### src/rtl/bus_arbiter.sv
// Three-master round-robin bus arbiter with a per-transaction ack timeout.
// Master 0 is instruction fetch, master 1 is the load/store unit and master 2
// is debug. One transaction is in flight at a time. The granted master's
// fields are steered onto the slave bus until the slave acks, the timeout
// expires, or the master withdraws its request.
module bus_arbiter #(
  parameter int unsigned TIMEOUT = 16
) (
  input  logic        clk_i,
  input  logic        rst_i,
  input  logic [2:0]  m_req_i,
  input  logic [2:0]  m_we_i,
  input  logic [5:0]  m_hb_i,
  input  logic [95:0] m_addr_i,
  input  logic [95:0] m_wdata_i,
  output logic [2:0]  m_gnt_o,
  output logic [2:0]  m_ack_o,
  output logic [2:0]  m_err_o,
  output logic        s_valid_o,
  output logic [31:0] s_addr_o,
  output logic [31:0] s_wdata_o,
  output logic        s_we_o,
  output logic [1:0]  s_hb_o,
  input  logic        s_ack_i,
  output logic        busy_o
);

  typedef enum logic {
    IDLE  = 1'b0,
    GRANT = 1'b1
  } state_t;

  // The last GRANT cycle before an abort is the one where cnt reaches this.
  localparam logic [7:0] CNT_MAX = 8'(TIMEOUT - 1);

  state_t     state_q, state_d;
  logic [1:0] g_q, g_d;
  logic [1:0] last_q, last_d;
  logic [7:0] cnt_q, cnt_d;
  logic [2:0] gnt_q, gnt_d;

  logic       active;
  logic       reqHeld;
  logic       ackNow;
  logic       timeoutNow;
  logic [2:0] pick;

  // Step a master index through 0,1,2 and wrap back to 0.
  function automatic logic [1:0] wrapInc(input logic [1:0] p);
    return (p == 2'd2) ? 2'd0 : p + 2'd1;
  endfunction

  // Round-robin search starting just after ptr. Returns {found, index}.
  function automatic logic [2:0] rrPick(input logic [2:0] req, input logic [1:0] ptr);
    logic [1:0] c1;
    logic [1:0] c2;
    logic [1:0] c3;
    c1 = wrapInc(ptr);
    c2 = wrapInc(c1);
    c3 = wrapInc(c2);
    if (req[c1])      return {1'b1, c1};
    else if (req[c2]) return {1'b1, c2};
    else if (req[c3]) return {1'b1, c3};
    else              return 3'b000;
  endfunction

  function automatic logic [2:0] oneHot(input logic [1:0] idx);
    return 3'b001 << idx;
  endfunction

  // Reset forces every bus-facing strobe low, so an in-flight transfer ends silently.
  always_comb begin
    active     = (state_q == GRANT) && !rst_i;
    reqHeld    = m_req_i[g_q];
    ackNow     = active && reqHeld && s_ack_i;
    timeoutNow = active && reqHeld && !s_ack_i && (cnt_q == CNT_MAX);
    m_ack_o    = ackNow     ? gnt_q : 3'b000;
    m_err_o    = timeoutNow ? gnt_q : 3'b000;
    busy_o     = active;
    s_valid_o  = active;
  end

  // Steer the granted master's fields onto the slave bus, zero otherwise.
  always_comb begin
    s_addr_o  = 32'd0;
    s_wdata_o = 32'd0;
    s_we_o    = 1'b0;
    s_hb_o    = 2'b00;
    if (active) begin
      case (g_q)
        2'd0: begin
          s_addr_o  = m_addr_i[31:0];
          s_wdata_o = m_wdata_i[31:0];
          s_we_o    = m_we_i[0];
          s_hb_o    = m_hb_i[1:0];
        end
        2'd1: begin
          s_addr_o  = m_addr_i[63:32];
          s_wdata_o = m_wdata_i[63:32];
          s_we_o    = m_we_i[1];
          s_hb_o    = m_hb_i[3:2];
        end
        2'd2: begin
          s_addr_o  = m_addr_i[95:64];
          s_wdata_o = m_wdata_i[95:64];
          s_we_o    = m_we_i[2];
          s_hb_o    = m_hb_i[5:4];
        end
        default: begin
          s_addr_o  = 32'd0;
          s_wdata_o = 32'd0;
          s_we_o    = 1'b0;
          s_hb_o    = 2'b00;
        end
      endcase
    end
  end

  // Next-state logic. A finished transfer re-arbitrates with the finishing
  // master masked out, so a waiting requester is granted with no idle cycle.
  // A withdrawn request always returns to IDLE first.
  always_comb begin
    state_d = state_q;
    g_d     = g_q;
    last_d  = last_q;
    cnt_d   = cnt_q;
    gnt_d   = gnt_q;
    pick    = 3'b000;
    case (state_q)
      IDLE: begin
        pick = rrPick(m_req_i, last_q);
        if (pick[2]) begin
          state_d = GRANT;
          g_d     = pick[1:0];
          gnt_d   = oneHot(pick[1:0]);
          cnt_d   = 8'd0;
        end
      end
      GRANT: begin
        if (!reqHeld) begin
          state_d = IDLE;
          last_d  = g_q;
          cnt_d   = 8'd0;
          gnt_d   = 3'b000;
        end else if (s_ack_i || (cnt_q == CNT_MAX)) begin
          last_d = g_q;
          cnt_d  = 8'd0;
          pick   = rrPick(m_req_i & ~gnt_q, g_q);
          if (pick[2]) begin
            state_d = GRANT;
            g_d     = pick[1:0];
            gnt_d   = oneHot(pick[1:0]);
          end else begin
            state_d = IDLE;
            gnt_d   = 3'b000;
          end
        end else begin
          cnt_d = cnt_q + 8'd1;
        end
      end
      default: begin
        state_d = IDLE;
        gnt_d   = 3'b000;
      end
    endcase
  end

  // State registers. Reset points the round-robin pointer at master 2 so
  // master 0 is searched first.
  always_ff @(posedge clk_i) begin
    if (rst_i) begin
      state_q <= IDLE;
      g_q     <= 2'd0;
      last_q  <= 2'd2;
      cnt_q   <= 8'd0;
      gnt_q   <= 3'b000;
    end else begin
      state_q <= state_d;
      g_q     <= g_d;
      last_q  <= last_d;
      cnt_q   <= cnt_d;
      gnt_q   <= gnt_d;
    end
  end

  assign m_gnt_o = gnt_q;

endmodule
### config.mk
export PLATFORM = sky130hd
export DESIGN_NAME = bus_arbiter
export DESIGN_NICKNAME = d
export VERILOG_FILES = /design/src/rtl/bus_arbiter.sv
export SDC_FILE = /design/constraint.sdc
export NUM_CORES = 1
export LEC_CHECK = 0
export ABC_AREA = 1
export CORE_AREA = 5 5 106 108
export CTS_CLUSTER_SIZE = 8
export DETAILED_ROUTE_END_ITERATION = 10
export DIE_AREA = 0 0 111 113
export HOLD_SLACK_MARGIN = 0.02
export PLACE_DENSITY = 0.79
export REMOVE_ABC_BUFFERS = 1
export SETUP_SLACK_MARGIN = 0.5
export SYNTH_ARGS = -nofsm -noshare
export SYNTH_HDL_FRONTEND = slang
export SYNTH_SLANG_ARGS = --single-unit
### constraint.sdc
create_clock -name clk_i -period 4.6 [get_ports clk_i]
set_clock_uncertainty 0.15 [all_clocks]
set_input_delay 1.15 -clock clk_i [delete_from_list [all_inputs] [get_ports clk_i]]
set_output_delay 1.15 -clock clk_i [all_outputs]
set_load 0.005 [all_outputs]
# Yosys cells after proc, flatten, opt, wreduce, memory -nomap -nowiden
# Index checks and enable logic that the tools add are counted.
[totals] mem_count=0 mem_bits_rw=0 input_bits=207 elab_cells=111 latch_bits=0 mem_bits_ro=0 reg_bits=16 out_inout_bits=78
[classes] reduce_logical=12 shifts=2 div_mod_pow=0 n_addsub=7 bitwise_logic=3 n_mux=61 n_lt_le_gt_ge=7 n_mul=0 n_eq_ne=14
[ops] operator="32-bit one-hot mux with 3 select lines" count=2
[ops] operator="32-bit two-way mux" count=2
[ops] operator="3-bit two-way mux" count=16
[ops] operator="2-bit two-way mux" count=13
[ops] operator="8-bit two-way mux" count=3
[ops] operator="2-bit by 3-bit < comparator with 1-bit output (second input constant)" count=7
[ops] operator="8-bit one-hot mux with 2 select lines" count=1
[ops] operator="1-bit binary-select mux with 2-bit select" count=7
[ops] operator="2-bit by 1-bit adder with 2-bit output (second input constant)" count=6
[ops] operator="2-bit equality test (second input constant)" count=6
[ops] operator="1-bit two-way mux" count=12
[ops] operator="2-bit by 1-bit inequality test with 1-bit output (second input constant)" count=5
[ops] operator="8-bit by 1-bit adder with 8-bit output (second input constant)" count=1
[ops] operator="8-bit by 4-bit equality test with 1-bit output (second input constant)" count=1
[ops] operator="2-bit one-hot mux with 3 select lines" count=1
[ops] operator="3-bit one-hot mux with 2 select lines" count=1
[ops] operator="1-bit by 2-bit << shifter with 3-bit output (first input constant)" count=2
[ops] operator="1-bit logical AND" count=5
[ops] operator="2-bit one-hot mux with 2 select lines" count=1
[ops] operator="2-bit AND reduction" count=2
[ops] operator="4-bit AND reduction" count=1
[ops] operator="3-bit AND" count=1
[ops] operator="3-bit by 2-bit inequality test with 1-bit output (second input constant)" count=1
[ops] operator="3-bit inverter" count=1
[ops] operator="other kinds (7)" count=8

# Depth between registers and ports, before layout
[logic_depth] depth_word=19 mapped_depth=13 ltp_nobuf=13

# Worst setup path before layout
# OpenSTA, ideal clock, no wires.
[synth_timing] kind="in2out" from="input rst_i" to="output s_wdata_o[10]" arrival_ns=1.897 n_path_buf=2 path_slack_ns=1.403 path_stages=5 path_cell_list="nor2_1 buf_2 buf_2 nand2_1 inv_1"
[synth_via] elab_chain_cells=3
[synth_lines] element="from (decl)" line_no="10" source="input logic rst_i,"
[synth_lines] element="1-bit zero test" line_no="73" source="active = (state_q == GRANT) && !rst_i;"
[synth_lines] element="1-bit logical AND" line_no="73"
[synth_lines] element="32-bit two-way mux" line_no="89" source="if (active) begin"
[synth_lines] element="to (decl)" line_no="21" source="output logic [31:0] s_wdata_o,"
# No other way between the ends.

# Worst setup path after layout
[layout_timing] from="input m_req_i[0]" to="output m_err_o[1]"
[layout_via] elab_chain_cells=6
[layout_lines] element="from (decl)" line_no="11" source="input logic [2:0] m_req_i,"
[layout_lines] element="1-bit binary-select mux with 2-bit select" line_no="74" source="reqHeld = m_req_i[g_q];"
[layout_lines] element="1-bit two-way mux (not written as such)" line_no="74"
[layout_lines] element="1-bit logical AND (3 in a row)" line_no="76" source="timeoutNow = active && reqHeld && !s_ack_i && (cnt_q == CNT_MAX);"
[layout_lines] element="3-bit two-way mux" line_no="78" source="m_err_o = timeoutNow ? gnt_q : 3'b000;"
[layout_lines] element="to (decl)" line_no="18" source="output logic [2:0] m_err_o,"
# No other way between the ends. The select of a mux whose other input is x is not followed.

==> impl_metrics.yaml <==
final_layout:
  multiInputGateArea_um2: 2100
  fillers: 989
  final_cells: 1053
  seqCellArea_um2: 320
  fin_nets: 1126
  drive_above_1_share_pct: 3.71
  antenna_cells: 0
  utilization_pct: 59.3
  syn_to_final_growth_pct: 106
place:
  gp_congestion: 0.993
  io_buffers: 284
  dp_cells: 1046
  dp_hpwl_um: 13300
cts:
  cts-root-buf: "clkbuf_8"
  cts_tree: "yes"
  clkTransAtPathRegs_ns: 0.07
  cts_made_buffers: 3
  clk_latency_ns: 0.25
  cts.sinks: 16
  cts_buffer_depth: 2
  cts_max_level: 1
sta:
  timing.fmax_mhz: 255
  max_slew.worst_pin.slew_ns: 0.534
  slew_viol_final: 0
  rsz0062_at_grt: "false"
  min_period_ns: 3.92
  fin_hold_ws_ns: 0.317
  finalSetupViolCount: 0
  setup_tns_ns: 0
  hold_violations: 0
  slew_headroom_pct: 64.3
  fin_crit_sh_pct: 85.2
synth:
  async_flop_share_pct: 0
  synth_cell_types: 25
  yosysSeqAreaShare_pct: 10.9
  synth_most_common_cell: "nand2_1"
  synth_top_cells_by_count: "337 x nand2_1, 91 x inv_1, 84 x nand3_1"
  synth_top_area_share_pct: 43.2
  synth_edf_count: 0
  yosys_most_used_dff: "dfxtp_1"
  postSynthCellCount: 647
  synth_area_um2: 2930
  synth_warnings: 0
  syn_avg_cell_area_um2: 4.52
  ys_top_cells_by_area: "nand2_1 43%, nand3_1 14%, inv_1 12%"
  synth_seq_cells: 16
  synth_area_leader_cell: "nand2_1"
floorplanning:
  rows: 37
  core_um2: 10100
  die-area_um2: 12500
  die_x_um: 111
  io_pins: 285
  die_h_um: 113
  start_util_pct: 28.9
route:
  drt_wl_total_um: 16300
  post_drt_wl_per_cell_um: 15.5
  dr_total_vias: 4784
  drtAntennaViolNets: 0
  drtIter0Drc: 443
  dr.pass1.iters: 5
  drc: 0
  viasPerCell: 4.54
setup_path:
  crit_chain: "clkdlybuf4s15_1, inv_2, o211ai_2, nand2_1, inv_1, nand3_1, nor2_1, clkdlybuf4s50_1"
  cp-end-kind: "output pin"
  slowest_delay_ns: 0.51
  r2r_end: "m_gnt_o[0]"
  cp_top_family: "buffers and inverters"
  rr_worst_depth: 12
  reg2reg_slack_ns: 2.33
  crit_arrival_ns: 2.62
  rr_startpoint: "g_q[0]"
  cp.required_ns: 3.30
  cp_max_fo: 6
  crit_type: "primary input to output pin"
  critPathBufInv: 4
  crit_slowest_cell: "clkdlybuf4s50_1"
  cp-start-kind: "primary input"
global_routing:
  gr-total-overflow: 0
  grt_pass1_wl_um: 24500
  antenna_found_initial: 0
  grt_max_degree: 65
  grt_pass1_vias: 4477
  grt_usage_pct: 24.1
pwr:
  powerDensity_nw_per_um2: 390
  p_leak_nw: 3.09
  peakVddDrop_mv: 0.298
min_path:
  hold_class: "register to register"
  holdPathStages: 2
  min-delay-start: "cnt_q[4]"
  min_delay_worst_endpoint: "cnt_q[4]"
flow_run:
  drv_cap: 0
run_status:
  status: "complete, no violations"
-- placed cells by master, fill, tap and decap left out, types with 8 or more instances in the layout --
master and instances:
buf_4 11, dfxtp_1 16, clkdlybuf4s50_1 279, nand3_1 84, o21ai_0 9, inv_2 8
nand2_1 337, nor2_1 32, a21oi_1 18, inv_1 91
-- kinds of logic after synthesis --
kind of cell	Yosys count	synth area share, %
buffers and inverters	131	17.7
AOI/OAI and AO/OA	32	6.03
and+or+nand+nor	466	64.6
adders and majority gates	1	0.428
xor gates and xnor gates	1	0.299
DFF	16	10.9
-- power by group --
part / total, mW / leakage (nW) / internal (mW) / switching [mW]
Sequential: 0.221 / 0.131 / 0.172 / 0.0496
Clock: 0.128 / 0.0288 / 0.0760 / 0.0515
Combinational: 2.00 / 2.93 / 0.853 / 1.14
Total: 2.35 / 3.09 / 1.10 / 1.25
-- routing by layer --
metal | track usage, % | up-vias | routed length, µm
met5 | 0 | - | 0
met4 | 6.57 | 0 | 522
met3 | 6.63 | 33 | 1460
met2 | 38.0 | 225 | 7340
met1 | 32.3 | 2038 | 7020
li1 | - | 2488 | -
-- per-stage QoR --
step | total power [mW] | cell area (µm²) | setup WS (ns)
2_1_floorplan | 1.30 | 2780 | -0.481
3_3_place_gp | 2.20 | 5920 | 0.367
3_5_place_dp | 2.20 | 5920 | 0.341
4_1_cts | 2.34 | 5970 | 0.582
5_1_grt | 2.60 | 6010 | 0.533
6_report | 2.35 | 6010 | 0.680
-- worst max path at each step --
stage / endpoint / cells past startpoint / startpoint / slack (ns)
final: m_err_o[1] / 8 / m_req_i[0] / 0.68
after global routing: m_err_o[2] / 8 / m_req_i[0] / 0.53
after CTS: s_addr_o[17] / 6 / rst_i / 0.58
after detailed placement: m_err_o[0] / 8 / m_req_i[0] / 0.34
after global placement: m_err_o[0] / 8 / m_req_i[0] / 0.37
after floorplan: m_err_o[0] / 5 / rst_i / -0.48
-- timing repair --
action | 4_1_cts | 5_1_grt
gates resized for setup | 3 | 3
setup endpoints to repair | 6 | 7
buffers inserted | 0 | 2
cloned | 0 | 1
pin swaps | 0 | 2
hold buffers | 0 | 0
-- sequential cells by signal, summed over array words and instances (netlist names) --
register,cells
g_q,2
state_q,1
m_gnt_o,3
cnt_q,8
last_q,2
-- worst min-delay path: stages (launching register included) --
cell and delay (ns):
dfxtp_1 0.31, nand2_1 0.06, a21oi_1 0.05
-- area by class of cell --
type                       instances  area share (%)
sequential                        16            5.33
timing repair buffer             298            49.8
multi-input combinational        500            35.0
clock buffer                       4           0.915
tap                              136            2.83
inverter                          99            6.18
(Power assumes the default switching activity.)
